==> src/rtl/ym2413_reg_file.sv <==
// rtl/ym2413_reg_file.sv - YM2413/VRC7 host register file with post-write busy windows.
// Optional YM2413_RHYTHM_EN decodes rhythm control at $0E; otherwise rhythm outputs are tied 0.
module ym2413_reg_file #(
  parameter int ADDR_WAIT = 12,
  parameter int DATA_WAIT = 84
) (
  input  logic       clk,
  input  logic       rst,
  input  logic       cpu_we,
  input  logic       cpu_a0,
  input  logic [7:0] cpu_d,
  output logic       busy,
  output logic       r_ut_op0_am,
  output logic       r_ut_op0_vib,
  output logic       r_ut_op0_egtyp,
  output logic       r_ut_op0_ksr,
  output logic [3:0] r_ut_op0_mult,
  output logic [1:0] r_ut_op0_ksl,
  output logic [5:0] r_ut_op0_tl,
  output logic       r_ut_op0_wf,
  output logic [2:0] r_ut_op0_fb,
  output logic [3:0] r_ut_op0_ar,
  output logic [3:0] r_ut_op0_dr,
  output logic [3:0] r_ut_op0_sl,
  output logic [3:0] r_ut_op0_rr,
  output logic       r_ut_op1_am,
  output logic       r_ut_op1_vib,
  output logic       r_ut_op1_egtyp,
  output logic       r_ut_op1_ksr,
  output logic [3:0] r_ut_op1_mult,
  output logic [1:0] r_ut_op1_ksl,
  output logic       r_ut_op1_wf,
  output logic [3:0] r_ut_op1_ar,
  output logic [3:0] r_ut_op1_dr,
  output logic [3:0] r_ut_op1_sl,
  output logic [3:0] r_ut_op1_rr,
  output logic [8:0] r_ch0_fnum, r_ch1_fnum, r_ch2_fnum, r_ch3_fnum, r_ch4_fnum,
  output logic [8:0] r_ch5_fnum, r_ch6_fnum, r_ch7_fnum, r_ch8_fnum,
  output logic [2:0] r_ch0_block, r_ch1_block, r_ch2_block, r_ch3_block, r_ch4_block,
  output logic [2:0] r_ch5_block, r_ch6_block, r_ch7_block, r_ch8_block,
  output logic       r_ch0_sust_on, r_ch1_sust_on, r_ch2_sust_on, r_ch3_sust_on, r_ch4_sust_on,
  output logic       r_ch5_sust_on, r_ch6_sust_on, r_ch7_sust_on, r_ch8_sust_on,
  output logic       r_ch0_key_on, r_ch1_key_on, r_ch2_key_on, r_ch3_key_on, r_ch4_key_on,
  output logic       r_ch5_key_on, r_ch6_key_on, r_ch7_key_on, r_ch8_key_on,
  output logic [3:0] r_ch0_inst_nr, r_ch1_inst_nr, r_ch2_inst_nr, r_ch3_inst_nr, r_ch4_inst_nr,
  output logic [3:0] r_ch5_inst_nr, r_ch6_inst_nr, r_ch7_inst_nr, r_ch8_inst_nr,
  output logic [3:0] r_ch0_vol, r_ch1_vol, r_ch2_vol, r_ch3_vol, r_ch4_vol,
  output logic [3:0] r_ch5_vol, r_ch6_vol, r_ch7_vol, r_ch8_vol,
  output logic       r_ch_rhy_en,
  output logic       r_ch_rhy_bd_on,
  output logic       r_ch_rhy_sd_on,
  output logic       r_ch_rhy_tom_on,
  output logic       r_ch_rhy_cym_on,
  output logic       r_ch_rhy_hh_on
);

  logic [7:0] addr_lat;
  logic [6:0] busy_cnt;
  logic       data_wr;

  logic [7:0] op0_mode, op1_mode, op0_env_a, op1_env_a, op0_env_s, op1_env_s;
  logic [7:0] op0_level;
  logic [1:0] op1_ksl_q;
  logic       op1_wf_q, op0_wf_q;
  logic [2:0] op0_fb_q;

  logic [8:0] fnum  [9];
  logic [2:0] block [9];
  logic [8:0] sust, key;
  logic [3:0] inst  [9];
  logic [3:0] vol   [9];

  assign busy    = (busy_cnt != 7'd0);
  assign data_wr = cpu_we && cpu_a0 && !busy;

  // Writes arriving while busy are discarded outright, including the counter reload.
  always_ff @(posedge clk) begin
    if (rst) begin
      addr_lat <= 8'h00;
      busy_cnt <= 7'd0;
    end else if (cpu_we && !busy) begin
      if (!cpu_a0) begin
        addr_lat <= cpu_d;
        busy_cnt <= 7'(ADDR_WAIT);
      end else begin
        busy_cnt <= 7'(DATA_WAIT);
      end
    end else if (busy_cnt != 7'd0) begin
      busy_cnt <= busy_cnt - 7'd1;
    end
  end

  always_ff @(posedge clk) begin
    if (rst) begin
      op0_mode  <= 8'h00;
      op1_mode  <= 8'h00;
      op0_level <= 8'h00;
      op1_ksl_q <= 2'b00;
      op1_wf_q  <= 1'b0;
      op0_wf_q  <= 1'b0;
      op0_fb_q  <= 3'b000;
      op0_env_a <= 8'h00;
      op1_env_a <= 8'h00;
      op0_env_s <= 8'h00;
      op1_env_s <= 8'h00;
    end else if (data_wr) begin
      case (addr_lat)
        8'h00: op0_mode  <= cpu_d;
        8'h01: op1_mode  <= cpu_d;
        8'h02: op0_level <= cpu_d;
        8'h03: begin
          op1_ksl_q <= cpu_d[7:6];
          op1_wf_q  <= cpu_d[4];
          op0_wf_q  <= cpu_d[3];
          op0_fb_q  <= cpu_d[2:0];
        end
        8'h04: op0_env_a <= cpu_d;
        8'h05: op1_env_a <= cpu_d;
        8'h06: op0_env_s <= cpu_d;
        8'h07: op1_env_s <= cpu_d;
        default: ;
      endcase
    end
  end

  // Full 8-bit compare per channel so $50, $90 etc. never alias onto $10.
  always_ff @(posedge clk) begin
    if (rst) begin
      for (int n = 0; n < 9; n++) begin
        fnum[n]  <= 9'd0;
        block[n] <= 3'd0;
        inst[n]  <= 4'd0;
        vol[n]   <= 4'd0;
      end
      sust <= 9'd0;
      key  <= 9'd0;
    end else if (data_wr) begin
      for (int n = 0; n < 9; n++) begin
        if (addr_lat == (8'h10 | 8'(n))) begin
          fnum[n][7:0] <= cpu_d;
        end
        if (addr_lat == (8'h20 | 8'(n))) begin
          sust[n]    <= cpu_d[5];
          key[n]     <= cpu_d[4];
          block[n]   <= cpu_d[3:1];
          fnum[n][8] <= cpu_d[0];
        end
        if (addr_lat == (8'h30 | 8'(n))) begin
          inst[n] <= cpu_d[7:4];
          vol[n]  <= cpu_d[3:0];
        end
      end
    end
  end

`ifdef YM2413_RHYTHM_EN
  logic [5:0] rhy_q;

  always_ff @(posedge clk) begin
    if (rst) begin
      rhy_q <= 6'd0;
    end else if (data_wr && addr_lat == 8'h0E) begin
      rhy_q <= cpu_d[5:0];
    end
  end

  assign {r_ch_rhy_en, r_ch_rhy_bd_on, r_ch_rhy_sd_on,
          r_ch_rhy_tom_on, r_ch_rhy_cym_on, r_ch_rhy_hh_on} = rhy_q;
`else
  assign {r_ch_rhy_en, r_ch_rhy_bd_on, r_ch_rhy_sd_on,
          r_ch_rhy_tom_on, r_ch_rhy_cym_on, r_ch_rhy_hh_on} = 6'd0;
`endif

  assign {r_ut_op0_am, r_ut_op0_vib, r_ut_op0_egtyp, r_ut_op0_ksr, r_ut_op0_mult} = op0_mode;
  assign {r_ut_op1_am, r_ut_op1_vib, r_ut_op1_egtyp, r_ut_op1_ksr, r_ut_op1_mult} = op1_mode;
  assign {r_ut_op0_ksl, r_ut_op0_tl} = op0_level;
  assign r_ut_op1_ksl = op1_ksl_q;
  assign r_ut_op1_wf  = op1_wf_q;
  assign r_ut_op0_wf  = op0_wf_q;
  assign r_ut_op0_fb  = op0_fb_q;
  assign {r_ut_op0_ar, r_ut_op0_dr} = op0_env_a;
  assign {r_ut_op1_ar, r_ut_op1_dr} = op1_env_a;
  assign {r_ut_op0_sl, r_ut_op0_rr} = op0_env_s;
  assign {r_ut_op1_sl, r_ut_op1_rr} = op1_env_s;

  assign r_ch0_fnum = fnum[0];  assign r_ch1_fnum = fnum[1];  assign r_ch2_fnum = fnum[2];
  assign r_ch3_fnum = fnum[3];  assign r_ch4_fnum = fnum[4];  assign r_ch5_fnum = fnum[5];
  assign r_ch6_fnum = fnum[6];  assign r_ch7_fnum = fnum[7];  assign r_ch8_fnum = fnum[8];

  assign r_ch0_block = block[0];  assign r_ch1_block = block[1];  assign r_ch2_block = block[2];
  assign r_ch3_block = block[3];  assign r_ch4_block = block[4];  assign r_ch5_block = block[5];
  assign r_ch6_block = block[6];  assign r_ch7_block = block[7];  assign r_ch8_block = block[8];

  assign {r_ch8_sust_on, r_ch7_sust_on, r_ch6_sust_on, r_ch5_sust_on, r_ch4_sust_on,
          r_ch3_sust_on, r_ch2_sust_on, r_ch1_sust_on, r_ch0_sust_on} = sust;
  assign {r_ch8_key_on, r_ch7_key_on, r_ch6_key_on, r_ch5_key_on, r_ch4_key_on,
          r_ch3_key_on, r_ch2_key_on, r_ch1_key_on, r_ch0_key_on} = key;

  assign r_ch0_inst_nr = inst[0];  assign r_ch1_inst_nr = inst[1];  assign r_ch2_inst_nr = inst[2];
  assign r_ch3_inst_nr = inst[3];  assign r_ch4_inst_nr = inst[4];  assign r_ch5_inst_nr = inst[5];
  assign r_ch6_inst_nr = inst[6];  assign r_ch7_inst_nr = inst[7];  assign r_ch8_inst_nr = inst[8];

  assign r_ch0_vol = vol[0];  assign r_ch1_vol = vol[1];  assign r_ch2_vol = vol[2];
  assign r_ch3_vol = vol[3];  assign r_ch4_vol = vol[4];  assign r_ch5_vol = vol[5];
  assign r_ch6_vol = vol[6];  assign r_ch7_vol = vol[7];  assign r_ch8_vol = vol[8];

endmodule

==> config.mk <==
export PLATFORM = sky130hd
export DESIGN_NAME = ym2413_reg_file
export DESIGN_NICKNAME = d
export VERILOG_FILES = /design/src/rtl/ym2413_reg_file.sv
export SDC_FILE = /design/constraint.sdc
export NUM_CORES = 1
export LEC_CHECK = 0
export BUFFER_PORTS_ARGS = -buffer_cell sky130_fd_sc_hd__buf_4
export CORE_UTILIZATION = 47
export DETAILED_ROUTE_END_ITERATION = 8
export PLACE_DENSITY = 0.73
export SYNTH_ARGS = -nofsm -noshare
export SYNTH_HDL_FRONTEND = slang
export SYNTH_SLANG_ARGS = --single-unit
export TNS_END_PERCENT = 1
==> constraint.sdc <==
create_clock -name clk -period 2.5 [get_ports clk]
set_input_delay 0.125 -clock clk [delete_from_list [all_inputs] [get_ports clk]]
set_output_delay 0.125 -clock clk [all_outputs]
set_load 0.05 [all_outputs]
==> metrics.yaml, run 1 <==
final_layout:
  fin_area_um2: 13500
  area_delta_synth_final_pct: 35.4
  final_cell_mix: "303 x buf_4, 180 x edfxtp_1, 103 x nand2b_1"
  drive_above_1_share_pct: 39.0
  final_common_cell: "buf_4"
  n_antenna_cell: 0
  num-fill-cells: 1550
  nets: 979
  post-route-util_pct: 65.8
clocking:
  cts_tree: "built"
  cts_root_buf: "clkbuf_16"
  insertion_delay_ns: 0.53
  htree_levels: 1
  cts.sinks: 276
  ctsLongestPathBuffers: 3
  clkTransAtPathRegs_ns: 0.06
  numCtsBuffers: 28
die:
  coreArea_um2: 20600
  placementRows: 52
  die_h_um: 148
  ios: 280
  fp.dieW_um: 148
  initial_core_util_pct: 48.6
  dieArea_um2: 21800
placed_design:
  hpwl_um: 17300
  placed_area_um2: 12600
  gp_congestion: 0.909
  port_buffers: 273
pwr:
  p_per_area_nw_per_um2: 782
  p_leak_nw: 6.14
  total_power_mw: 10.6
  peakVddDrop_mv: 0.571
worst_setup_path:
  crit_chain: "inv_1, ha_1, or4b_1, buf_4, nor4b_4, nand2_1, nand2b_1"
  path_max_fanout: 6
  worst_setup_path_start_kind: "register"
  arrival_ns: 2.66
  cp_slowest_cell: "or4b_1"
  endpoint_kind: "register"
  crit_buf_inv: 2
  worstSetupPathType: "register to register"
  cp.required_ns: 2.73
  cp_top_family: "simple AND/OR/NAND/NOR gates"
  crit_path_max_incr_delay_ns: 0.54
grt:
  grt_usage_pct: 23.0
  overflow: 0
  grt_pass1_vias: 6231
  antenna_found_initial: 0
  grt_max_degree: 82
  grt_pass1_wl_um: 37700
sta:
  skew_ns: 0.0228
  fmax_mhz: 412
  slew_headroom_pct: 52.7
  hold_viol_final: 0
  fin_tns_setup_ns: 0
  fin_crit_ns: 2.43
  hold_ws_ns: 0.0739
  tightest_slew_ns: 0.710
  setup_viol: 0
  rsz0062_at_grt: "yes"
  min_period_over_period_pct: 97.0
  report.final.slew_viol_count: 0
yosys:
  netlist_instances: 652
  synth.avg_cell_area_um2: 15.3
  postSynthRegisterBits: 276
  synth_area_um2: 9980
  ys_seq_area_share_pct: 73.4
  yosysUniqueCellTypes: 46
  yosysWarnings: 0
run:
  maxCapViolations: 0
hold_path:
  hp-class: "primary input to register"
outcome:
  status: "finished, final reports clean"
routing:
  routedWlPerCell_um: 20.5
  drc: 0
  firstDrtPassIters: 4
  vias: 6337
  ant_nets: 0
  wl_um: 25700
  detail_route.iter0.violations: 393
  viasPerCell: 5.05
metrics by stage:
stage | instances | setup WS, ns
global route | 1255 | -0.0467
detailed placement | 1196 | 0.0601
finish | 1255 | 0.0740
floorplan | 657 | -0.0519
CTS | 1255 | 0.00961
global placement | 1196 | 0.0901
sequential cells by signal (all words and copies together) (netlist names):
name and cells:
r_ut_op1_wf 1, addr_lat 8, key 9, op0_level 8, sust 9, fnum 81
block 27, inst 36, r_ut_op0_wf 1, op0_env_s 8, op0_mode 8, op1_env_a 8
op1_env_s 8, r_ut_op0_fb 3, busy_cnt 7, vol 36, op1_mode 8, r_ut_op1_ksl 2
op0_env_a 8
what timing repair did:
item | 4_1_cts | 5_1_grt
hold buffers | 9 | 0
gates resized for setup | 0 | 16
setup buffers | 0 | 0
hold endpoints to repair | 9 | 0
endpoints found under the setup margin | 0 | 148
final timing paths:
kind	start	to	slack, ns	cells after the start
worst max register to register	busy_cnt[1]	block[0][22]	0.07	7
worst min register to register	op0_env_a[6]	op0_env_a[6]	0.48	2
worst min-delay path	cpu_a0	busy_cnt[6]	0.07	4
worst max-delay path	busy_cnt[1]	block[0][22]	0.07	7
metal layers:
metal	up-vias	global-route usage (%)	part of all wire [%]
met5	-	0	0
met4	0	5.26	1.3
met3	25	5.09	8.4
met2	277	40.4	50
met1	3099	28.9	40
li1	2936	-	-
report_power, final:
part	leakage [nW]	internal, mW	switching, mW
Combinational	3.10	0.529	1.09
Sequential	2.63	5.02	0.121
Clock	0.402	2.16	1.66
Total	6.14	7.71	2.87
worst register-to-register path, delay by kind of cell (launching register included):
family,cells,cell delay [ns]
DFF,1,0.33
and+or+nand+nor,4,1.33
adders and majority gates,1,0.15
buffers and inverters,2,0.31
synthesized netlist by cell type, drive strengths merged:
master	instances	area (µm²)
a31o	2	17.5
nand4	4	25.0
nand3b	1	7.51
or4	2	15.0
mux2i	89	891
o31a	1	8.76
and2	17	106
xnor2	1	8.76
o41ai	1	8.76
or4b	1	10.0
nand2b	103	644
dfxtp	96	1920
nor2b	3	18.8
nor4	3	48.8
nor4b	5	58.8
or3	1	11.3
nor2	24	97.6
a31oi	2	12.5
inv	6	22.5
a211oi	2	15.0
ha	2	25.0
or2	2	12.5
or2b	4	30.0
o21a	1	7.51
clkbuf	25	93.8
a21boi	3	22.5
nand3	7	35.0
a21oi	5	25.0
nand2	13	68.8
nor3	7	40.0
and3b	1	8.76
a311oi	2	17.5
conb	1	3.75
xor2	1	8.76
buf	15	85.1
edfxtp	180	5410
a21o	17	128
nand4b	2	17.5
layout make-up:
cell class	count	area, µm²	area share (%)
clock inverters	11	65.1	0.481
repair buffers	318	2480	18.4
multi-input cells	335	2510	18.6
flip-flops and latches	276	7330	54.2
clock buffers	39	773	5.72
well taps	270	338	2.50
inverters	6	22.5	0.167
logic make-up after synthesis:
| family | synth area share [%] |
|---|---|
| flops | 73.4 |
| simple gates | 12.6 |
| mux | 8.92 |
| buf+inv | 2.02 |
| compound gates | 2.63 |
| fa+ha+maj | 0.251 |
| xor+xnor | 0.175 |
| other cells | 0.0376 |
(Power assumes the default switching activity.)
==> inputs of run 2 (changes only) <==
--- a/config.mk
+++ b/config.mk
@@ -5,6 +5,7 @@
 export SDC_FILE = /design/constraint.sdc
 export NUM_CORES = 1
 export LEC_CHECK = 0
+export ABC_AREA = 1
 export BUFFER_PORTS_ARGS = -buffer_cell sky130_fd_sc_hd__buf_4
 export CORE_UTILIZATION = 47
 export DETAILED_ROUTE_END_ITERATION = 8
==> metrics.yaml, run 2 <==
final_layout:
  multi_input_area_um2: 1880  # was 2510 µm²
  n_antenna_cell: 0  # unchanged
  largest_reg_flops: 81  # unchanged
  top_regs: "fnum: 81 flops, inst: 36 flops, vol: 36 flops"  # unchanged
  regArea_um2: 7330  # unchanged
  num-fill-cells: 1508  # was 1550
  final_common_cell: "buf_4"  # unchanged
  nets: 1113  # was 979
  final_cell_mix: "305 x buf_4, 180 x edfxtp_1, 110 x inv_1"  # was 303 x buf_4, 180 x edfxtp_1, 103 x nand2b_1
  drive_above_1_share_pct: 34.4  # was 39.0%
  area_delta_synth_final_pct: 34.7  # was 35.4%
  top_register: "fnum"  # unchanged
  post-route-util_pct: 65.0  # was 65.8%
  fin_area_um2: 13200  # was 13500 µm²
die:
  initial_core_util_pct: 48.3  # was 48.6%
  fp.dieW_um: 147  # was 148 µm
  placementRows: 52  # unchanged
  die_h_um: 147  # was 148 µm
  dieArea_um2: 21500  # was 21800 µm²
  ios: 280  # unchanged
  coreArea_um2: 20400  # was 20600 µm²
yosys:
  synth.avg_cell_area_um2: 12.4  # was 15.3 µm²
  yosys-top-cells-area: "edfxtp_1 55%, dfxtp_1 20%, o21ai_0 5.3%, a21oi_1 4.7%, inv_1 4.2%"  # was edfxtp_1 54%, dfxtp_1 19%, mux2i_1 8.9%, nand2b_1 6.5%, a21o_1 1.3%
  ys_seq_area_share_pct: 74.6  # was 73.4%
  synth-main-ff-cell: "edfxtp_1"  # unchanged
  synthArstFlopShare_pct: 0  # unchanged
  yosysMostFrequentCell: "edfxtp_1"  # unchanged
  netlist_instances: 793  # was 652
  synth_top_cell_by_area: "edfxtp_1"  # unchanged
  postSynthRegisterBits: 276  # unchanged
  netlist_top_cells_count: "180 x edfxtp_1, 110 x inv_1, 104 x o21ai_0, 96 x dfxtp_1, 93 x a21oi_1"  # was 180 x edfxtp_1, 103 x nand2b_1, 96 x dfxtp_1, 89 x mux2i_1, 25 x clkbuf_1
  synth_area_um2: 9830  # was 9980 µm²
  synth_top_area_share_pct: 55.0  # was 54.1%
  yosysUniqueCellTypes: 34  # was 46
  synth_edf_count: 180  # unchanged
  yosysWarnings: 0  # unchanged
clocking:
  ctsLongestPathBuffers: 3  # unchanged
  numCtsBuffers: 27  # was 28
  cts_root_buf: "clkbuf_16"  # unchanged
  htree_levels: 1  # unchanged
  clkTransAtPathRegs_ns: 0.06  # about the same
  cts.sinks: 276  # unchanged
  cts_tree: "built"  # unchanged
  insertion_delay_ns: 0.53  # about the same
worst_setup_path:
  crit_buf_inv: 3  # was 2
  worst_setup_path_start_kind: "register"  # unchanged
  cp.required_ns: 2.74  # was 2.73 ns
  cp_slowest_cell: "nor2_1"  # was or4b_1
  reg2reg_from: "busy_cnt[1]"  # unchanged
  crit_path_max_incr_delay_ns: 0.49  # was 0.54 ns
  worstSetupPathType: "register to register"  # unchanged
  cp_top_family: "simple AND/OR/NAND/NOR gates"  # unchanged
  endpoint_kind: "register"  # unchanged
  crit_chain: "inv_1, ha_1, inv_1, nor2_1, nand3_4, nor2_4, buf_12, nand2_1, a31oi_1, nor2_1, nor2_1"  # was inv_1, ha_1, or4b_1, buf_4, nor4b_4, nand2_1, nand2b_1
  arrival_ns: 2.58  # was 2.66 ns
  setup.worst_path.start: "busy_cnt[1]"  # unchanged
  crit_path_frequent_cell: "nor2_1"
  path_max_fanout: 19  # was 6
placed_design:
  gp_congestion: 0.878  # was 0.909
  port_buffers: 273  # unchanged
  hpwl_um: 17400  # was 17300 µm
  placed_area_um2: 12300  # was 12600 µm²
sta:
  min_period_over_period_pct: 93.8  # was 97.0%
  report.final.slew_viol_count: 0  # unchanged
  slew_headroom_pct: 57.8  # was 52.7%
  tightest_slew_ns: 0.632  # was 0.710 ns
  fmax_mhz: 427  # was 412 MHz
  setup_viol: 0  # unchanged
  hold_viol_final: 0  # unchanged
  skew_ns: 0.0117  # was 0.0228 ns
  fin_crit_ns: 2.34  # was 2.43 ns
pwr:
  p_sw_share_pct: 27.3  # was 27.1%
  p_comb_share_pct: 15.7  # was 15.3%
  total_power_mw: 10.9  # was 10.6 mW
  p_switching_mw: 2.98  # was 2.87 mW
  clkPwrFrac_pct: 37.0  # was 36.1%
  peakVddDrop_mv: 0.685  # was 0.571 mV
  p_int_mw: 7.94  # was 7.71 mW
  p_per_area_nw_per_um2: 825  # was 782 nW/µm²
  seq_power_share_pct: 47.3  # was 48.6%
  p_leak_nw: 5.57  # was 6.14 nW
routing:
  ant_nets: 0  # unchanged
  detail_route.iter0.violations: 416  # was 393
  viasPerCell: 5.00  # was 5.05
  wl_um: 25000  # was 25700 µm
  firstDrtPassIters: 5  # was 4
  drc: 0  # unchanged
  vias: 6951  # was 6337
  routedWlPerCell_um: 18.0  # was 20.5 µm
hold_path:
  hp-class: "primary input to register"  # unchanged
  min_from: "cpu_d[4]"  # was cpu_a0
outcome:
  status: "finished, final reports clean"  # unchanged
grt:
  grt_usage_pct: 23.1  # was 23.0%
  overflow: 0  # unchanged
  antenna_found_initial: 0  # unchanged
  grt_pass1_vias: 6632  # was 6231
  grt_pass1_wl_um: 37900  # was 37700 µm
  grt_max_degree: 71  # was 82
run:
  maxCapViolations: 0  # unchanged
## run 2: cell count changes after synthesis, moves of 10 or more
| cell | before | now |
|---|---|---|
| a21oi_1 | 5 | 93 |
| a21o_1 | 17 | 0 |
| mux2i_1 | 89 | 0 |
| nand3_1 | 7 | 17 |
| nor2_1 | 23 | 43 |
| nand2_1 | 5 | 63 |
| inv_1 | 6 | 110 |
| nand2b_1 | 103 | 0 |
| o21ai_0 | 0 | 104 |
| and2_1 | 17 | 0 |
## run 2: final cells by class
cell class,count,share of cell area [%]
clock buffer,29,5.16
multi-input combinational,366,14.2
inverter,117,3.32
clock inverter,20,1.63
tap,270,2.55
timing repair buffer,311,17.8
sequential,276,55.3
## run 2: repair_timing
| action | in CTS | in global routing |
|---|---|---|
| setup endpoints to repair | 44 | 117 |
| buffers inserted | 0 | 0 |
| endpoints found under the hold margin | 22 | 0 |
| cloned | 0 | 0 |
| hold buffers | 5 | 0 |
| resized for setup | 2 | 13 |
## run 2: kinds of logic after synthesis
group	count (synthesis)	synth area share [%]
DFF	276	74.6
xor gates and xnor gates	4	0.357
buffers and inverters	156	6.89
and+or+nand+nor	146	7.05
adders and majority gates	2	0.255
AOI/OAI and AO/OA	208	10.8
other	1	0.0382
## run 2: through the flow
step / TNS [ns] / hold slack, ns / cells / setup slack (ns)
final: 0 / 0.0196 / 1389 / 0.155
after global routing: -0.0155 / 0.0139 / 1389 / -0.00425
after CTS: -0.690 / 0.00351 / 1389 / -0.0455
after detailed placement: -1.36 / 0.399 / 1335 / -0.0747
after global placement: -0.349 / 0.393 / 1335 / -0.0212
after floorplan: 0 / 0.293 / 798 / 0.0548
## run 2: per-layer routing
layer  wire length, µm  GRT usage, %
met2             12100          39.4
met4               454          5.99
met1             10100          29.6
met3              2360          5.66
met5                 0             0
## run 2: worst paths after layout
| kind | to | slack (ns) | cells past startpoint |
|---|---|---|---|
| max | inst[0][17] | 0.16 | 11 |
| min | op1_env_s[4] | 0.02 | 3 |
| max reg2reg | inst[0][17] | 0.16 | 11 |
| min reg2reg | op0_env_a[7] | 0.44 | 2 |
## run 2: power by group through the flow
| stage | combinational, mW | clock [mW] | sequential (mW) |
|---|---|---|---|
| global route | 1.83 | 4.29 | 5.19 |
| floorplan | 0.723 | 0 | 5.74 |
| finish | 1.71 | 4.05 | 5.17 |
| detailed placement | 1.70 | 0 | 5.26 |
| global placement | 1.67 | 0 | 5.26 |
| CTS | 1.71 | 4.11 | 5.17 |
## run 2: worst register-to-register path: cells and delay by family, from the launching register on
| kind | cells | cell delay (ns) |
|---|---|---|
| adders and majority gates | 1 | 0.14 |
| AOI/OAI and AO/OA | 1 | 0.19 |
| buffers and inverters | 3 | 0.26 |
| and+or+nand+nor | 6 | 1.15 |
| DFF | 1 | 0.31 |
==> inputs of run 3 (changes only) <==
--- a/config.mk
+++ b/config.mk
@@ -9,6 +9,7 @@
 export BUFFER_PORTS_ARGS = -buffer_cell sky130_fd_sc_hd__buf_4
 export CORE_UTILIZATION = 47
 export DETAILED_ROUTE_END_ITERATION = 8
+export HOLD_SLACK_MARGIN = 0.1
 export PLACE_DENSITY = 0.73
 export SYNTH_ARGS = -nofsm -noshare
 export SYNTH_HDL_FRONTEND = slang
==> metrics.yaml, run 3 (synthesis results as in run 2) <==
outcome:
  status: "finished, final reports clean"  # unchanged
worst_setup_path:
  crit_buf_inv: 3  # unchanged
  crit_path_frequent_cell: "nor2_1"  # unchanged
  reg2reg_slack_ns: 0.16  # about the same
  worst_setup_path_start_kind: "register"  # unchanged
  cp_top_family: "simple AND/OR/NAND/NOR gates"  # unchanged
  crit_path_max_incr_delay_ns: 0.49  # about the same
  rr_worst_depth: 11  # unchanged
  crit_chain: "inv_1, ha_1, inv_1, nor2_1, nand3_4, nor2_4, buf_12, nand2_1, a31oi_1, nor2_1, nor2_1"  # unchanged
  cp.required_ns: 2.74  # about the same
  path_max_fanout: 19  # unchanged
  cp_slowest_cell: "nor2_1"  # unchanged
  r2r-end: "inst[0][17]"  # unchanged
  arrival_ns: 2.58  # about the same
  worstSetupPathType: "register to register"  # unchanged
  reg2reg_from: "busy_cnt[1]"  # unchanged
  endpoint_kind: "register"  # unchanged
final_layout:
  final_common_cell: "buf_4"  # unchanged
  post-route-util_pct: 65.3  # was 65.0%
  nets: 1118  # was 1113
  largest_reg_flops: 81  # unchanged
  drive_above_1_share_pct: 34.3  # was 34.4%
  num-fill-cells: 1508  # unchanged
  regArea_um2: 7330  # unchanged
  top_register: "fnum"  # unchanged
  final_cell_mix: "305 x buf_4, 180 x edfxtp_1, 110 x inv_1"  # unchanged
  top_regs: "fnum: 81 flops, inst: 36 flops, vol: 36 flops"  # unchanged
  n_antenna_cell: 0  # unchanged
  fin_area_um2: 13300  # was 13200 µm²
  area_delta_synth_final_pct: 35.3  # was 34.7%
  multi_input_area_um2: 1880  # unchanged
routing:
  viasPerCell: 4.98  # was 5.00
  detail_route.iter0.violations: 441  # was 416
  ant_nets: 0  # unchanged
  firstDrtPassIters: 5  # unchanged
  vias: 6945  # was 6951
  routedWlPerCell_um: 17.9  # was 18.0 µm
  drc: 0  # unchanged
  wl_um: 25000  # about the same
grt:
  grt_pass1_wl_um: 38000  # was 37900 µm
  antenna_found_initial: 0  # unchanged
  grt_usage_pct: 23.2  # was 23.1%
  globalRouteMet2Util_pct: 39.6  # was 39.4%
  overflow: 0  # unchanged
  grt_use_met1_pct: 29.5  # was 29.6%
  grt_pass1_vias: 6652  # was 6632
  grt_use_met3_pct: 5.66  # unchanged
  grt_busiest_layer: "met2"  # unchanged
  grt_max_degree: 71  # unchanged
sta:
  skew_ns: 0.0111  # was 0.0117 ns
  hold_ws_ns: 0.174  # was 0.0196 ns
  setup_viol: 0  # unchanged
  tightest_slew_ns: 0.634  # was 0.632 ns
  report.final.slew_viol_count: 0  # unchanged
  fin_tns_setup_ns: 0  # unchanged
  fin_crit_ns: 2.34  # about the same
  min_period_over_period_pct: 93.6  # was 93.8%
  slew_headroom_pct: 57.7  # was 57.8%
  fmax_mhz: 428  # was 427 MHz
  hold_viol_final: 0  # unchanged
clocking:
  numCtsBuffers: 27  # unchanged
  cts_tree: "built"  # unchanged
  insertion_delay_ns: 0.53  # about the same
  ctsLongestPathBuffers: 3  # unchanged
  cts_root_buf: "clkbuf_16"  # unchanged
  cts.sinks: 276  # unchanged
  clkTransAtPathRegs_ns: 0.06  # about the same
  htree_levels: 1  # unchanged
die:
  dieArea_um2: 21500  # unchanged
  fp.dieW_um: 147  # unchanged
  die_h_um: 147  # unchanged
  initial_core_util_pct: 48.3  # unchanged
  placementRows: 52  # unchanged
  coreArea_um2: 20400  # unchanged
  ios: 280  # unchanged
run:
  maxCapViolations: 0  # unchanged
hold_path:
  holdPathStages: 6  # was 3
  hold_path_end: "busy_cnt[4]"  # was op1_env_s[4]
  min_from: "cpu_a0"  # was cpu_d[4]
  hp-class: "primary input to register"  # unchanged
pwr:
  p_per_area_nw_per_um2: 823  # was 825 nW/µm²
  p_leak_nw: 5.59  # was 5.57 nW
  total_power_mw: 10.9  # about the same
  peakVddDrop_mv: 0.692  # was 0.685 mV
placed_design:
  hpwl_um: 17400  # unchanged
  placed_area_um2: 12300  # unchanged
  gp_congestion: 0.878  # unchanged
  port_buffers: 273  # unchanged
-- run 3: cell count changes in the layout (fill, tap and decap cells not counted), sizes merged --
| cell | previous run | this run |
|---|---|---|
| dlygate4sd3 | 5 | 10 |
-- run 3: worst reg2reg max path: cells and delay by family, from the launching register on --
kind	cells	cell delay, ns
AOI/OAI and AO/OA	1	0.19
adders and majority gates	1	0.14
buffers and inverters	3	0.26
and+or+nand+nor	6	1.15
DFF	1	0.31
-- run 3: per-stage QoR --
step,setup WS [ns],instances
2_1_floorplan,0.0548,798
3_5_place_dp,-0.0747,1335
5_1_grt,-0.00425,1394
6_report,0.161,1394
3_3_place_gp,-0.0212,1335
4_1_cts,-0.0455,1394
-- run 3: repair_timing --
item | 4_1_cts | 5_1_grt
hold buffers | 10 | 0
gates resized for setup | 2 | 13
endpoints found under the setup margin | 44 | 117
setup buffers | 0 | 0
hold endpoints to repair | 80 | 0
-- run 3: final cells by class --
type / count / share of cell area (%)
flip-flops and latches: 276 / 55.1
repair buffers: 316 / 18.1
multi-input cells: 366 / 14.1
clock buffers: 29 / 5.14
inverters: 117 / 3.30
well taps: 270 / 2.54
clock inverters: 20 / 1.62
-- run 3: worst max path at each step --
stage / startpoint / endpoint / slack (ns) / cells after the start
after floorplan: busy_cnt[0] / inst[0][24] / 0.05 / 9
after global placement: busy_cnt[1] / fnum[3][0] / -0.02 / 13
after detailed placement: busy_cnt[1] / fnum[3][0] / -0.07 / 13
after CTS: busy_cnt[1] / fnum[1][5] / -0.05 / 14
after global routing: busy_cnt[1] / fnum[7][5] / -0.004 / 14
final: busy_cnt[1] / inst[0][17] / 0.16 / 11
-- run 3: metal layers --
layer	share of wire [%]	vias to the layer above
li1	-	3312
met1	40	3269
met2	48	333
met3	9.5	31
met4	1.7	0
met5	0	-
-- run 3: report_power, final --
group | switching, mW | internal, mW | total, mW
clock | 1.66 | 2.39 | 4.05
sequential | 0.112 | 5.05 | 5.17
combinational | 1.22 | 0.499 | 1.72
total | 2.99 | 7.95 | 10.9
